[src/rtl/sap1_pkg.sv]
// sap1_pkg -- shared types and defaults for the SAP-1 memory address register.
//   mar_state_e : FSM encoding of mar_burst (IDLE, BURST, DONE)
//   SAP1_ADDR_W : default address width (address space 2**SAP1_ADDR_W words)
//   SAP1_LEN_W  : default burst length field width
package sap1_pkg;

  localparam int SAP1_ADDR_W = 4;
  localparam int SAP1_LEN_W  = 4;

  typedef enum logic [1:0] {
    IDLE  = 2'd0,
    BURST = 2'd1,
    DONE  = 2'd2
  } mar_state_e;

endpackage

[src/rtl/mar_beat_counter.sv]
// mar_beat_counter -- loadable down-counter tracking the beats left in a burst.
// Ports:
//   clk      in   rising-edge clock
//   reset_n  in   asynchronous active-low reset (count -> 0)
//   load     in   capture len into the counter (has priority over dec)
//   len      in   LEN_W  beat count to load
//   dec      in   decrement by one (saturates at zero)
//   last     out  count == 1: the next accepted beat is the final one
//   zero     out  count == 0
module mar_beat_counter
  import sap1_pkg::*;
#(
  parameter int LEN_W = SAP1_LEN_W
) (
  input  logic             clk,
  input  logic             reset_n,
  input  logic             load,
  input  logic [LEN_W-1:0] len,
  input  logic             dec,
  output logic             last,
  output logic             zero
);

  logic [LEN_W-1:0] count_reg;
  logic [LEN_W-1:0] count_next;

  always_comb begin
    count_next = count_reg;
    if (load) begin
      count_next = len;
    end else if (dec && (count_reg != '0)) begin
      count_next = count_reg - LEN_W'(1);
    end
  end

  always_ff @(posedge clk or negedge reset_n) begin
    if (!reset_n) begin
      count_reg <= '0;
    end else begin
      count_reg <= count_next;
    end
  end

  assign last = (count_reg == LEN_W'(1));
  assign zero = (count_reg == '0);

endmodule

[src/rtl/mar_burst.sv]
// mar_burst -- SAP-1 memory address register with self-increment and an
// autonomous sequential burst toward RAM using a valid/ready handshake.
// Optional feature macro: MAR_BURST_ABORT_EN (adds burst_abort / aborted).
// Ports:
//   clk          in   rising-edge clock
//   reset_n      in   asynchronous active-low reset
//   w_bus        in   ADDR_W  address source from the W bus
//   load         in   capture w_bus (IDLE only)
//   inc          in   MAR <= MAR+1 (IDLE only, load wins)
//   burst_start  in   start a burst from MAR (or w_bus when load is also high)
//   burst_len    in   LEN_W  beat count sampled with burst_start
//   mem_ready    in   RAM accepts the offered address this cycle
//   mar_address  out  ADDR_W  current address (registered)
//   addr_valid   out  high in BURST
//   busy         out  high in BURST and DONE
//   burst_done   out  one-cycle pulse in DONE
//   ovf          out  one-cycle pulse after an increment wraps all-ones -> 0
//   burst_abort  in   (MAR_BURST_ABORT_EN) end the burst early
//   aborted      out  (MAR_BURST_ABORT_EN) pulses with burst_done on an abort
module mar_burst
  import sap1_pkg::*;
#(
  parameter int ADDR_W = SAP1_ADDR_W,
  parameter int LEN_W  = SAP1_LEN_W
) (
  input  logic              clk,
  input  logic              reset_n,
  input  logic [ADDR_W-1:0] w_bus,
  input  logic              load,
  input  logic              inc,
  input  logic              burst_start,
  input  logic [LEN_W-1:0]  burst_len,
  input  logic              mem_ready,
  output logic [ADDR_W-1:0] mar_address,
  output logic              addr_valid,
  output logic              busy,
  output logic              burst_done,
  output logic              ovf
`ifdef MAR_BURST_ABORT_EN
 ,input  logic              burst_abort,
  output logic              aborted
`endif
);

  mar_state_e        state_reg;
  mar_state_e        state_next;
  logic [ADDR_W-1:0] mar_reg;
  logic [ADDR_W-1:0] mar_next;
  logic              ovf_reg;
  logic              ovf_next;
  logic              step_en;
  logic              abort_hit;
  logic              cnt_load;
  logic              cnt_dec;
  logic              cnt_last;
  logic              cnt_zero;

`ifdef MAR_BURST_ABORT_EN
  logic aborted_reg;
  assign abort_hit = (state_reg == BURST) && burst_abort;
`else
  assign abort_hit = 1'b0;
`endif

  // Remaining-beat counter: loaded on every burst_start accepted in IDLE,
  // decremented on every accepted beat.
  assign cnt_load = (state_reg == IDLE) && burst_start;
  assign cnt_dec  = (state_reg == BURST) && mem_ready && !cnt_zero;

  mar_beat_counter #(
    .LEN_W (LEN_W)
  ) u_beat_counter (
    .clk     (clk),
    .reset_n (reset_n),
    .load    (cnt_load),
    .len     (burst_len),
    .dec     (cnt_dec),
    .last    (cnt_last),
    .zero    (cnt_zero)
  );

  // ---------------- FSM: state register ----------------
  always_ff @(posedge clk or negedge reset_n) begin
    if (!reset_n) begin
      state_reg <= IDLE;
    end else begin
      state_reg <= state_next;
    end
  end

  // ---------------- FSM: next-state logic ----------------
  always_comb begin
    state_next = state_reg;
    case (state_reg)
      IDLE: begin
        if (burst_start) begin
          // A zero-length burst skips straight to DONE so the sequencer
          // still sees a completion pulse.
          state_next = (burst_len != '0) ? BURST : DONE;
        end
      end
      BURST: begin
        if (abort_hit || (mem_ready && cnt_last)) begin
          state_next = DONE;
        end
      end
      DONE:    state_next = IDLE;
      default: state_next = IDLE;
    endcase
  end

  // ---------------- FSM: output decode ----------------
  always_comb begin
    addr_valid = 1'b0;
    busy       = 1'b0;
    burst_done = 1'b0;
    case (state_reg)
      BURST: begin
        addr_valid = 1'b1;
        busy       = 1'b1;
      end
      DONE: begin
        busy       = 1'b1;
        burst_done = 1'b1;
      end
      default: ;
    endcase
  end

  // ---------------- Address register ----------------
  // In IDLE, burst_start without load suppresses inc so the burst base is the
  // MAR value the sequencer saw, not MAR+1.
  always_comb begin
    mar_next = mar_reg;
    step_en  = 1'b0;
    case (state_reg)
      IDLE: begin
        if (load) begin
          mar_next = w_bus;
        end else if (inc && !burst_start) begin
          step_en = 1'b1;
        end
      end
      BURST: begin
        // A beat accepted in the same cycle as an abort still advances.
        step_en = mem_ready;
      end
      default: ;
    endcase
    if (step_en) begin
      mar_next = mar_reg + ADDR_W'(1);
    end
    ovf_next = step_en && (&mar_reg);
  end

  always_ff @(posedge clk or negedge reset_n) begin
    if (!reset_n) begin
      mar_reg <= '0;
      ovf_reg <= 1'b0;
    end else begin
      mar_reg <= mar_next;
      ovf_reg <= ovf_next;
    end
  end

  assign mar_address = mar_reg;
  assign ovf         = ovf_reg;

`ifdef MAR_BURST_ABORT_EN
  // Set on the BURST->DONE edge caused by an abort, so it lines up with
  // burst_done in DONE and clears on the following edge.
  always_ff @(posedge clk or negedge reset_n) begin
    if (!reset_n) begin
      aborted_reg <= 1'b0;
    end else begin
      aborted_reg <= abort_hit;
    end
  end

  assign aborted = aborted_reg;
`endif

endmodule

[config.mk]
export PLATFORM = sky130hd
export DESIGN_NAME = mar_burst
export DESIGN_NICKNAME = d
export VERILOG_FILES = /design/src/rtl/sap1_pkg.sv /design/src/rtl/mar_beat_counter.sv /design/src/rtl/mar_burst.sv
export SDC_FILE = /design/constraint.sdc
export NUM_CORES = 1
export LEC_CHECK = 0
export CAP_MARGIN = 20
export CORE_MARGIN = 2
export CORE_UTILIZATION = 45
export DETAILED_ROUTE_END_ITERATION = 10
export PLACE_DENSITY = 0.84
export SLEW_MARGIN = 20
export SYNTH_ARGS = -nofsm -noshare
export SYNTH_HDL_FRONTEND = slang
export SYNTH_SLANG_ARGS = --single-unit
[constraint.sdc]
create_clock -name clk -period 2.45 [get_ports clk]
set_clock_uncertainty 0.15 [all_clocks]
set_input_delay 0.245 -clock clk [delete_from_list [all_inputs] [get_ports clk]]
set_output_delay 0.245 -clock clk [all_outputs]
set_load 0.02 [all_outputs]
== Yosys cells after proc, flatten, opt, wreduce, memory -nomap -nowiden ==
Cells that the tools add are included.

* Input bits: 14
* Bits in registers: 11
* Output and inout port bits: 8

* Reductions and logical operators: 20
* Equality and inequality tests: 5
* $add $sub $neg: 2
* Multiplexer cells: 15

{| class="wikitable"
|+ Operators by type and width
! operator !! number
|-
| two-way mux 4 bit || 5
|-
| nonzero test 4 bit || 2
|-
| logical AND 1 bit || 7
|-
| two-way mux 2 bit || 3
|-
| nonzero test 2 bit || 3
|-
| two-way mux 1 bit || 5
|-
| adder 4 x 1 -> 4 bit (second input constant) || 1
|-
| == test 4 x 1 -> 1 bit (second input constant) || 1
|-
| logical NOT 4 bit || 1
|-
| case mux 2 bit (2 select lines) || 1
|-
| AND reduction 2 bit || 2
|-
| AND reduction 4 bit || 1
|-
| subtractor 4 x 1 -> 4 bit (second input constant) || 1
|-
| == test 2 x 1 -> 1 bit (second input constant) || 1
|-
| == test 2 bit (second input constant) || 1
|-
| logical NOT 1 bit || 2
|-
| logical NOT 2 bit || 1
|-
| inequality test 2 x 1 -> 1 bit (second input constant) || 1
|-
| inequality test 2 bit (second input constant) || 1
|-
| case mux 1 bit (2 select lines) || 1
|-
| OR reduction 2 bit || 1
|}

== Depth between registers and ports, before layout ==
Gate-level depths: netlist of run 1.

* Word-level depth: 7
* Mapped depth: 6
* Depth with buffers taken out: 5

== By module ==
A second synthesis of run 1 with hierarchy kept.

* Cells, all modules: 78
* Area total of the unflattened synthesis: 744.5 um2

{| class="wikitable"
|+ By module, submodules not included
! module !! sequential area each (um2) !! cells an instance !! instances !! area an instance (um2)
|-
| mar_burst || 175.2 || 48 || 1 || 478.0
|-
| mar_beat_counter || 100.1 || 30 || 1 || 266.5
|}

== Worst setup path before layout of run 1 ==
No wires, ideal clock.

* Kind: register to register
* Start: reg state_reg[1]
* End: reg u_beat_counter.count_reg[0]
* Data arrival time: 1.647 ns
* Setup slack: 0.571 ns
* Library setup time: 0.082 ns
* Buffers on the path: 1
* Cell stages (with the launch flop): 7
* Path through: dfrtp_1 -> inv_1 -> ha_1 -> nand2_1 -> buf_4 -> or3_2 -> a31oi_1

* Longest elaborated chain between the ends: 5
* Elaborated cells between the ends (all ways): 8
* Those cells by class: eq/ne: 1; mux: 1; reduce/logical: 6

{| class="wikitable"
|+ RTL lines
! element !! RTL line !! source
|-
| start, declared || mar_burst.sv:45 || <nowiki>mar_state_e state_reg;</nowiki>
|-
| start signal, assigned || mar_burst.sv:87 || <nowiki>state_reg <= state_next;</nowiki>
|-
| == test 2 x 1 -> 1 bit || mar_burst.sv:68 || <nowiki>assign cnt_dec = (state_reg == BURST) && mem_ready && !cnt_zero;</nowiki>
|-
| logical AND 1 bit (2 in series) || mar_burst.sv:68 ||
|-
| logical AND 1 bit || mar_beat_counter.sv:31 || <nowiki>end else if (dec && (count_reg != '0)) begin</nowiki>
|-
| nonzero test 2 bit (no source line) || -- ||
|-
| end signal, assigned || mar_beat_counter.sv:40 || <nowiki>count_reg <= count_next;</nowiki>
|-
| end, declared || mar_beat_counter.sv:24 || <nowiki>logic [LEN_W-1:0] count_reg;</nowiki>
|}

Parallel ways exist; a longest one is shown, timed or not.
A chain may end at the register's enable or synchronous reset.

== Worst setup path in the final report of run 1 ==
* Start: reg state_reg[1]
* End: out addr_valid

* Longest elaborated chain between the ends: 2

{| class="wikitable"
|+ RTL lines
! element !! RTL line !! source
|-
| == test 2 x 1 -> 1 bit || mar_burst.sv:117 || <nowiki>case (state_reg)</nowiki>
|-
| two-way mux 1 bit || mar_burst.sv:117 ||
|-
| end, declared || mar_burst.sv:35 || <nowiki>output logic addr_valid,</nowiki>
|}

Every way passes these cells.

==> out/summary.txt, run 1 <==
std cell rows - 14
CTS buffer count - 3
first-pass GRT wire length - 3080 um
CTS Hold Bufs - 0
run status - completed
GR Layer Usage met3 - 6.53%
Slew Viols, Final - 0
1st-iter DRT viols - 23
layout net count - 124
area grow syn2layout - 32.5%
Least-Margin Pin Slew - 0.515 ns
Placement Setup Slack - 0.510 ns
met2 global-route usage - 36.2%
die area - 1990 um2
die boundary width - 44.6 um
most used routing layer - met2
core area - 1520 um2
Mapped Cells - 80
RSZ-0062 raised after global routing - no
Max Fclk - 485 MHz
# fillers - 135
Clock Pin Slew Worst Setup and Hold Paths - 0.08 ns
max-cap viol count - 0
initial antenna violation count - 0
Mapped Area - 742 um2
Detailed Route WL - 1790 um
Max VDD drop - 0.679 mV
routed vias - 713
grt ovf - 0
vias in the first global route - 716
pwr/cell area - 1100 nW/um2
Post-CTS Setup Inserts - 0
setup TNS - 0 ns
Startpoint Class - register
post-route clock period utilization - 84.2%
H-tree levels - 1
Clk Latency, worst-skew pair - 0.28 ns
Synth cell types - 32
Critical Path AT - 1.67 ns
Cell Count, Final, Fillers Out - 119
root buffer cell - clkbuf_4
final hold violation count - 0
DRT Pass-1 Iters - 4
routed len/inst - 15.1 um
GRT Overall Usage - 21.3%
worst setup margin - 0.388 ns
post-route antenna net violation count - 0
crit path kind - register to output pin
final HPWL from detailed placement - 1380 um
DRC - 0
Clock Sinks - 11
largest net degree at the start of global routing - 13
ANT cells - 0
Power Total - 1.08 mW
DR vias/cell - 5.99
Post-Place Cells - 115
placer congestion estimate - 0.804
# IOs - 22
Worst Path Required - 2.06 ns
Seq/Total Area, Yosys - 37.1%
Syn Nets - 100
syn avg cell area - 9.27 um2
CTS tree - done
Worst slew margin - 65.6%
P_leak - 0.414 nW
Worst Setup End Kind - output pin
share of cells above drive strength 1 - 5.83%
Seq cells post-synth - 11
M1 GR Usage - 25.4%
clk buf depth - 2
endpoints failing setup - 0
Synth warnings - 0
I/O Buffers - 21
Die Y - 44.6 um
Period minus WS final - 2.06 ns
post-CTS sizing - 0
CP Max Fanout - 6
starting density of the core - 48.7%
hold crit path type - primary input to async pin
==> routing by layer <==
| layer | vias to the layer above | routed length, um |
|---|---|---|
| met2 | 22 | 878 |
| met5 | - | 0 |
| met1 | 335 | 810 |
| li1 | 351 | - |
| met3 | 5 | 74 |
| met4 | 0 | 30 |
==> power breakdown <==
| part | leakage, nW | total (mW) | internal [mW] | switching (mW) |
|---|---|---|---|---|
| Combinational | 0.266 | 0.603 | 0.282 | 0.321 |
| Sequential | 0.133 | 0.354 | 0.263 | 0.0906 |
| Clock | 0.0150 | 0.129 | 0.0632 | 0.0656 |
| Total | 0.414 | 1.08 | 0.608 | 0.477 |
==> cells in the final DEF (no fill, tap or decap), types with 2 or more instances in the layout <==
cell             synthesis  layout
a21oi_1                  2       2
a31oi_1                  3       3
and2_1                   2       2
clkbuf_4                 0       3
clkdlybuf4s50_1          0      21
dfrtp_1                 11      11
ha_1                     6       6
inv_1                    6       6
nand2_1                  6       6
nand3_1                  5       5
nand4_1                  2       2
nor2_1                   4       4
nor2b_1                  2       2
o211ai_1                 3       3
o21ai_0                  5       5
o22ai_1                  2       2
o41ai_1                  2       2
or4_1                    2       2
==> final timing paths <==
kind	depth (start not counted)	start	slack, ns	end
max in group asynchronous	1	reset_n	1.64	mar_address[1]$_DFFE_PN0P_
worst min-delay path	1	reset_n	0.15	state_reg[0]$_DFFE_PN0P_
worst max register to register	5	state_reg[1]$_DFFE_PN0P_	0.48	u_beat_counter.count_reg[3]$_DFFE_PN0P_
worst min register to register	1	state_reg[0]$_DFFE_PN0P_	0.39	state_reg[0]$_DFFE_PN0P_
min in group clk	1	state_reg[0]$_DFFE_PN0P_	0.39	state_reg[0]$_DFFE_PN0P_
worst max-delay path	3	state_reg[1]$_DFFE_PN0P_	0.39	addr_valid
==> Yosys cell counts <==
cell,count,area [um2]
nor4bb_1,1,10.0
o21ai_0,5,25.0
ha_1,6,75.1
a211o_1,1,8.76
nor2_1,4,15.0
nor2b_1,2,12.5
a21oi_1,2,10.0
nor3b_1,1,7.51
and4_1,1,8.76
a31oi_1,3,18.8
and2_1,2,12.5
a21boi_0,1,7.51
buf_4,2,15.0
nand4_1,2,12.5
inv_1,6,22.5
o22ai_1,2,12.5
nand2_1,6,22.5
nand4b_1,1,8.76
and4bb_2,1,12.5
o41ai_1,2,17.5
o2bb2ai_1,1,8.76
or3b_2,1,8.76
or3_1,1,6.26
o311a_1,1,10.0
dfrtp_1,11,275
o211ai_1,3,22.5
nand3_1,5,25.0
or4_1,2,15.0
or3_2,1,7.51
nand4bb_1,1,11.3
mux2i_1,1,10.0
and3_1,1,6.26
==> stage by stage <==
step                      utilization [%]  hold WS, ns  area [um2]
after floorplan                         -       -0.201         742
after global placement               62.8        0.361         957
after detailed placement             62.8        0.385         957
after CTS                            64.5        0.170         983
after global routing                 64.5        0.196         983
final                                64.5        0.150         983
==> critical path, stage by stage, from the launching register on <==
cell             delay (ns)
dfrtp_1                0.39
inv_1                  0.11
ha_1                   0.25
clkdlybuf4s50_1        0.63
==> cell type report <==
type,instances,area [um2],share of cell area [%]
timing repair buffer,21,210,21.4
clock buffer,4,26.3,2.67
sequential,11,275,28.0
inverter,6,22.5,2.29
tap,16,20.0,2.04
multi-input combinational,61,429,43.6
==> logic make-up after synthesis <==
group	count (synthesis)	share of synthesized area, %
AOI/OAI and AO/OA	21	19.1
adders and majority gates	6	10.1
buffers and inverters	8	5.06
DFF	11	37.1
muxes	1	1.35
and+or+nand+nor	33	27.3
(Power assumes the default switching activity.)
==> inputs of run 2 (changes only) <==
clock period = 2.1 ns   (was 2.45 ns; I/O delays follow)
==> run 2 against run 1 <==
  * Clock power increased by 17%
  * Final area increased by 0.76%
  * Worst setup slack got worse by 0.29 ns
  * Hold slack got worse by 0.034 ns
  * Critical path depth unchanged
==> out/summary.txt, run 2 (same netlist as run 1, synthesis figures left out) <==
run status - completed
R2R Setup Slk - 0.24 ns (-0.24 ns)
Worst Path Required - 1.74 ns (-0.32 ns)
Seq pwr share - 32.7% (about the same)
post-CTS sizing - 0 (unchanged)
routed len/inst - 15.3 um (+1.3%)
Startpoint Class - register
CP Max Fanout - 6 (unchanged)
final hold violation count - 0 (unchanged)
# fillers - 122 (-9.6%)
# IOs - 22 (unchanged)
Max VDD drop - 0.774 mV (+14%)
crit path kind - register to output pin
Clock Sinks - 11 (unchanged)
endpoints failing setup - 0 (unchanged)
final HPWL from detailed placement - 1390 um (+0.59%)
P_leak - 0.418 nW (+1.0%)
R2R Path End - u_beat_counter.count_reg[3]$_DFFE_PN0P_
H-tree levels - 1 (unchanged)
DRT Pass-1 Iters - 4 (unchanged)
Cell Count, Final, Fillers Out - 120 (+0.84%)
initial antenna violation count - 0 (unchanged)
starting density of the core - 48.7% (unchanged)
Final Util - 65.0% (+0.49 points)
Die Y - 44.6 um (unchanged)
share of cells above drive strength 1 - 6.73% (+0.91 points)
CTS buffer count - 3 (unchanged)
combinational power share - 55.5% (about the same)
hold crit path type - primary input to async pin
Max Fclk - 500 MHz
CTS Hold Bufs - 0 (unchanged)
pwr/cell area - 1290 nW/um2 (+17%)
cell-internal power - 0.715 mW (+18%)
most common cell after layout, fill and taps aside - clkdlybuf4s50_1
vias in the first global route - 694 (-3.1%)
core area - 1520 um2 (unchanged)
Clock Pin Slew Worst Setup and Hold Paths - 0.08 ns (about the same)
FF-to-FF Start - state_reg[1]$_DFFE_PN0P_
CTS tree - done
root buffer cell - clkbuf_4
die area - 1990 um2 (unchanged)
Post-CTS Setup Inserts - 0 (unchanged)
Final Hold Slack - 0.115 ns (-0.0342 ns)
Worst slew margin - 67.0% (+1.4 points)
Detailed Route WL - 1830 um (+2.2%)
RSZ-0062 raised after global routing - no
placer congestion estimate - 0.856 (+6.4%)
Clk Latency, worst-skew pair - 0.27 ns (about the same)
commonest cells after routing, fill and taps aside - 21 x clkdlybuf4s50_1, 11 x dfrtp_1, 6 x inv_1, 6 x nand2_1, 6 x ha_1
Post-Place Cells - 116 (+0.87%)
1st-iter DRT viols - 32 (+39%)
die boundary width - 44.6 um (unchanged)
post-route clock period utilization - 95.2%
routed vias - 747 (+4.8%)
clk buf depth - 2 (unchanged)
Period minus WS final - 2.00 ns
R2R depth - 5 (unchanged)
clock power share - 11.8% (about the same)
post-route antenna net violation count - 0 (unchanged)
layout net count - 125 (+0.81%)
crit path to - addr_valid
first-pass GRT wire length - 3040 um (-1.4%)
grt ovf - 0 (unchanged)
Slew Viols, Final - 0 (unchanged)
Sw Share - 43.9% (-0.049 points)
Critical Path Source - state_reg[1]$_DFFE_PN0P_
DRC - 0 (unchanged)
setup TNS - 0 ns (unchanged)
max-cap viol count - 0 (unchanged)
Worst Setup End Kind - output pin
Least-Margin Pin Slew - 0.494 ns (-0.0210 ns)
I/O Buffers - 21 (unchanged)
DR vias/cell - 6.23 (+3.9%)
Critical Path AT - 1.64 ns (-0.03 ns)
ANT cells - 0 (unchanged)
area grow syn2layout - 33.6%
largest net degree at the start of global routing - 12 (-1)
std cell rows - 14 (unchanged)
P_sw - 0.560 mW (+17%)
GRT Overall Usage - 21.3% (-0.048 points)
==> run 2: per-layer routing <==
layer / part of all wire, % / track usage, %
met1: 44 / 28.4
met2: 47 / 33.6
met3: 7.3 / 3.67
met4: 1.9 / 9.09
met5: 0 / 0
==> run 2: power groups by stage <==
| stage | clock, mW | combinational, mW | sequential, mW |
|---|---|---|---|
| after floorplan | 0 | 0.425 | 0.429 |
| final | 0.151 | 0.708 | 0.417 |
| after CTS | 0.152 | 0.710 | 0.411 |
| after detailed placement | 0 | 0.705 | 0.414 |
| after global routing | 0.160 | 0.789 | 0.428 |
| after global placement | 0 | 0.687 | 0.406 |
==> run 2: worst min-delay path by stage <==
stage | end | slack [ns]
final | state_reg[0]$_DFFE_PN0P_ | 0.12
after global routing | u_beat_counter.count_reg[1]$_DFFE_PN0P_ | 0.16
after CTS | state_reg[0]$_DFFE_PN0P_ | 0.14
after detailed placement | state_reg[0]$_DFFE_PN0P_ | 0.37
after global placement | state_reg[0]$_DFFE_PN0P_ | 0.36
after floorplan | mar_address[0]$_DFFE_PN0P_ | -0.24
==> run 2: layout make-up <==
class	count	area (um2)	share of cell area (%)
clock buffers	4	26.3	2.65
inverters	6	22.5	2.27
multi-input cells	61	429	43.3
flip-flops and latches	11	275	27.8
well taps	16	20.0	2.02
repair buffers	22	218	22.0
==> run 2: metrics by stage <==
step	power [mW]	instance area (um2)	worst slack [ns]
after floorplan	0.855	742	0.221
after detailed placement	1.12	965	0.269
after CTS	1.27	991	0.0918
final	1.28	991	0.100
after global placement	1.09	965	0.333
after global routing	1.38	991	0.0119
==> run 2: worst max-delay path: stages (launching register included) <==
cell and delay, ns:
dfrtp_1 0.39, inv_1 0.10, ha_1 0.24, clkdlybuf4s50_1 0.64
==> inputs of run 3 (changes only) <==
CORE_MARGIN = 1.5   (was 2)
==> run 3 against run 2 <==
  * Global-route usage shrank 0.89 points
  * Total power shrank 0.56%
  * Core utilization grew 0.16 points
  * Via count shrank 3.6%
  * Sequential share of layout area shrank 0.070 points
  * Combinational power shrank 2%
  * Clock power grew 7%
  * Maximum frequency grew 2.5%
  * First-iteration DRC count shrank 16%
  * Non-clock buffer count is the same
  * Largest cell class unchanged
  * Largest power group unchanged
==> out/summary.txt, run 3 (same netlist as run 1, synthesis figures left out) <==
Power Total - 1.27 mW (-0.56%)
final HPWL from detailed placement - 1310 um (-5.5%)
share of cells above drive strength 1 - 6.73% (unchanged)
CTS tree - done
die area - 1900 um2 (-4.4%)
most common cell after layout, fill and taps aside - clkdlybuf4s50_1
Worst slew margin - 66.9% (-0.081 points)
pwr/cell area - 1280 nW/um2 (-0.81%)
Placement Setup Slack - 0.281 ns (+0.0115 ns)
Worst Path Required - 1.74 ns (about the same)
H-tree levels - 1 (unchanged)
1st-iter DRT viols - 27 (-16%)
starting density of the core - 48.7% (unchanged)
Worst Setup End Kind - output pin
worst setup margin - 0.149 ns (+0.0484 ns)
commonest cells after routing, fill and taps aside - 20 x clkdlybuf4s50_1, 11 x dfrtp_1, 6 x inv_1, 6 x nand2_1, 6 x ha_1
WP buf/inv - 2 (unchanged)
routed len/inst - 14.9 um (-2.7%)
largest net degree at the start of global routing - 12 (unchanged)
CTS Hold Bufs - 0 (unchanged)
RSZ-0062 raised after global routing - no
DRC - 0 (unchanged)
Clk Latency, worst-skew pair - 0.28 ns (about the same)
run status - completed
clk buf depth - 2 (unchanged)
Max VDD drop - 0.818 mV (+5.8%)
Period minus WS final - 1.95 ns (-0.0484 ns)
GRT Overall Usage - 20.4% (-0.89 points)
# IOs - 22 (unchanged)
crit-path max cell delay - 0.59 ns (-0.05 ns)
hold crit path type - primary input to async pin
Crit-path slowest cell - clkdlybuf4s50_1
initial antenna violation count - 0 (unchanged)
I/O Buffers - 21 (unchanged)
grt ovf - 0 (unchanged)
Post-CTS Setup Inserts - 0 (unchanged)
first-pass GRT wire length - 2790 um (-8.2%)
CTS buffer count - 3 (unchanged)
Clock Sinks - 11 (unchanged)
max-cap viol count - 0 (unchanged)
crit path cell chain - inv_1, ha_1, clkdlybuf4s50_1
Max Fclk - 513 MHz (+2.5%)
core area - 1520 um2 (unchanged)
post-route antenna net violation count - 0 (unchanged)
vias in the first global route - 621 (-11%)
Detailed Route WL - 1780 um (-2.7%)
# fillers - 130 (+6.6%)
placed cell area - 965 um2 (unchanged)
DR vias/cell - 6.00 (-3.6%)
ANT cells - 0 (unchanged)
post-route clock period utilization - 92.9% (-2.3 points)
P_leak - 0.433 nW (+3.6%)
std cell rows - 14 (unchanged)
Least-Margin Pin Slew - 0.495 ns (+0.00121 ns)
DRT Pass-1 Iters - 4 (unchanged)
Clock Pin Slew Worst Setup and Hold Paths - 0.08 ns (about the same)
Critical Path AT - 1.59 ns (-0.05 ns)
Die Y - 43.6 um (-2.2%)
layout net count - 125 (unchanged)
CP Max Fanout - 3 (-3)
endpoints failing setup - 0 (unchanged)
fin area - 993 um2 (+0.25%)
Slew Viols, Final - 0 (unchanged)
Final Hold Slack - 0.102 ns (-0.0129 ns)
crit path kind - register to output pin
CP top delay family - buffers and inverters
routed vias - 720 (-3.6%)
root buffer cell - clkbuf_4
setup TNS - 0 ns (unchanged)
Startpoint Class - register
placer congestion estimate - 0.828 (-3.4%)
area grow syn2layout - 33.9%
final hold violation count - 0 (unchanged)
die boundary width - 43.6 um (-2.2%)
-- run 3: cell count changes in the layout (fill, tap and decap cells not counted), sizes merged --
cell           previous run  this run
clkdlybuf4s50            21        20
dlymetal6s2s              0         1
-- run 3: cell type report --
| cell class | instances | area [um2] | share of cell area [%] |
|---|---|---|---|
| multi-input cells | 61 | 429 | 43.2 |
| clock buffers | 4 | 26.3 | 2.64 |
| inverters | 6 | 22.5 | 2.27 |
| repair buffers | 22 | 220 | 22.2 |
| flip-flops and latches | 11 | 275 | 27.7 |
| well taps | 16 | 20.0 | 2.02 |
-- run 3: final timing paths --
| check | from | to | slack, ns | cells past startpoint |
|---|---|---|---|---|
| max | state_reg[0]$_DFFE_PN0P_ | busy | 0.15 | 3 |
| min | reset_n | state_reg[0]$_DFFE_PN0P_ | 0.10 | 1 |
| max reg2reg | state_reg[1]$_DFFE_PN0P_ | u_beat_counter.count_reg[3]$_DFFE_PN0P_ | 0.26 | 5 |
| min reg2reg | state_reg[0]$_DFFE_PN0P_ | state_reg[0]$_DFFE_PN0P_ | 0.38 | 1 |
| max in group asynchronous | reset_n | u_beat_counter.count_reg[3]$_DFFE_PN0P_ | 1.37 | 1 |
| min in group clk | w_bus[2] | mar_address[2]$_DFFE_PN0P_ | 0.37 | 3 |
-- run 3: through the flow --
step	instances	util [%]
floorplan	80	-
global placement	116	63.3
detailed placement	116	63.3
CTS	120	65.0
global route	120	65.2
finish	120	65.2
-- run 3: power by group --
part | leakage (nW) | internal (mW) | total, mW | switching (mW)
logic | 0.285 | 0.330 | 0.697 | 0.367
clock network | 0.0150 | 0.0739 | 0.161 | 0.0870
registers | 0.133 | 0.306 | 0.411 | 0.104
-- run 3: repair_timing --
action,in CTS,in global routing
setup endpoints to repair,0,1
resized for setup,0,1
endpoints found under the hold margin,0,0
-- run 3: worst register-to-register path: cells and delay by family (launching register included) --
kind            cells  cell delay, ns
simple gates        2            0.70
flops               1            0.39
fa+ha+maj           1            0.25
compound gates      1            0.18
buf+inv             1            0.10
-- run 3: per-layer routing --
layer  GRT usage [%]  part of all wire, %  vias up
met5               0                    0        -
li1                -                    -      351
met2            28.2                   46       25
met1            28.2                   46      339
met3            4.58                  5.8        5
met4            13.3                  2.4        0
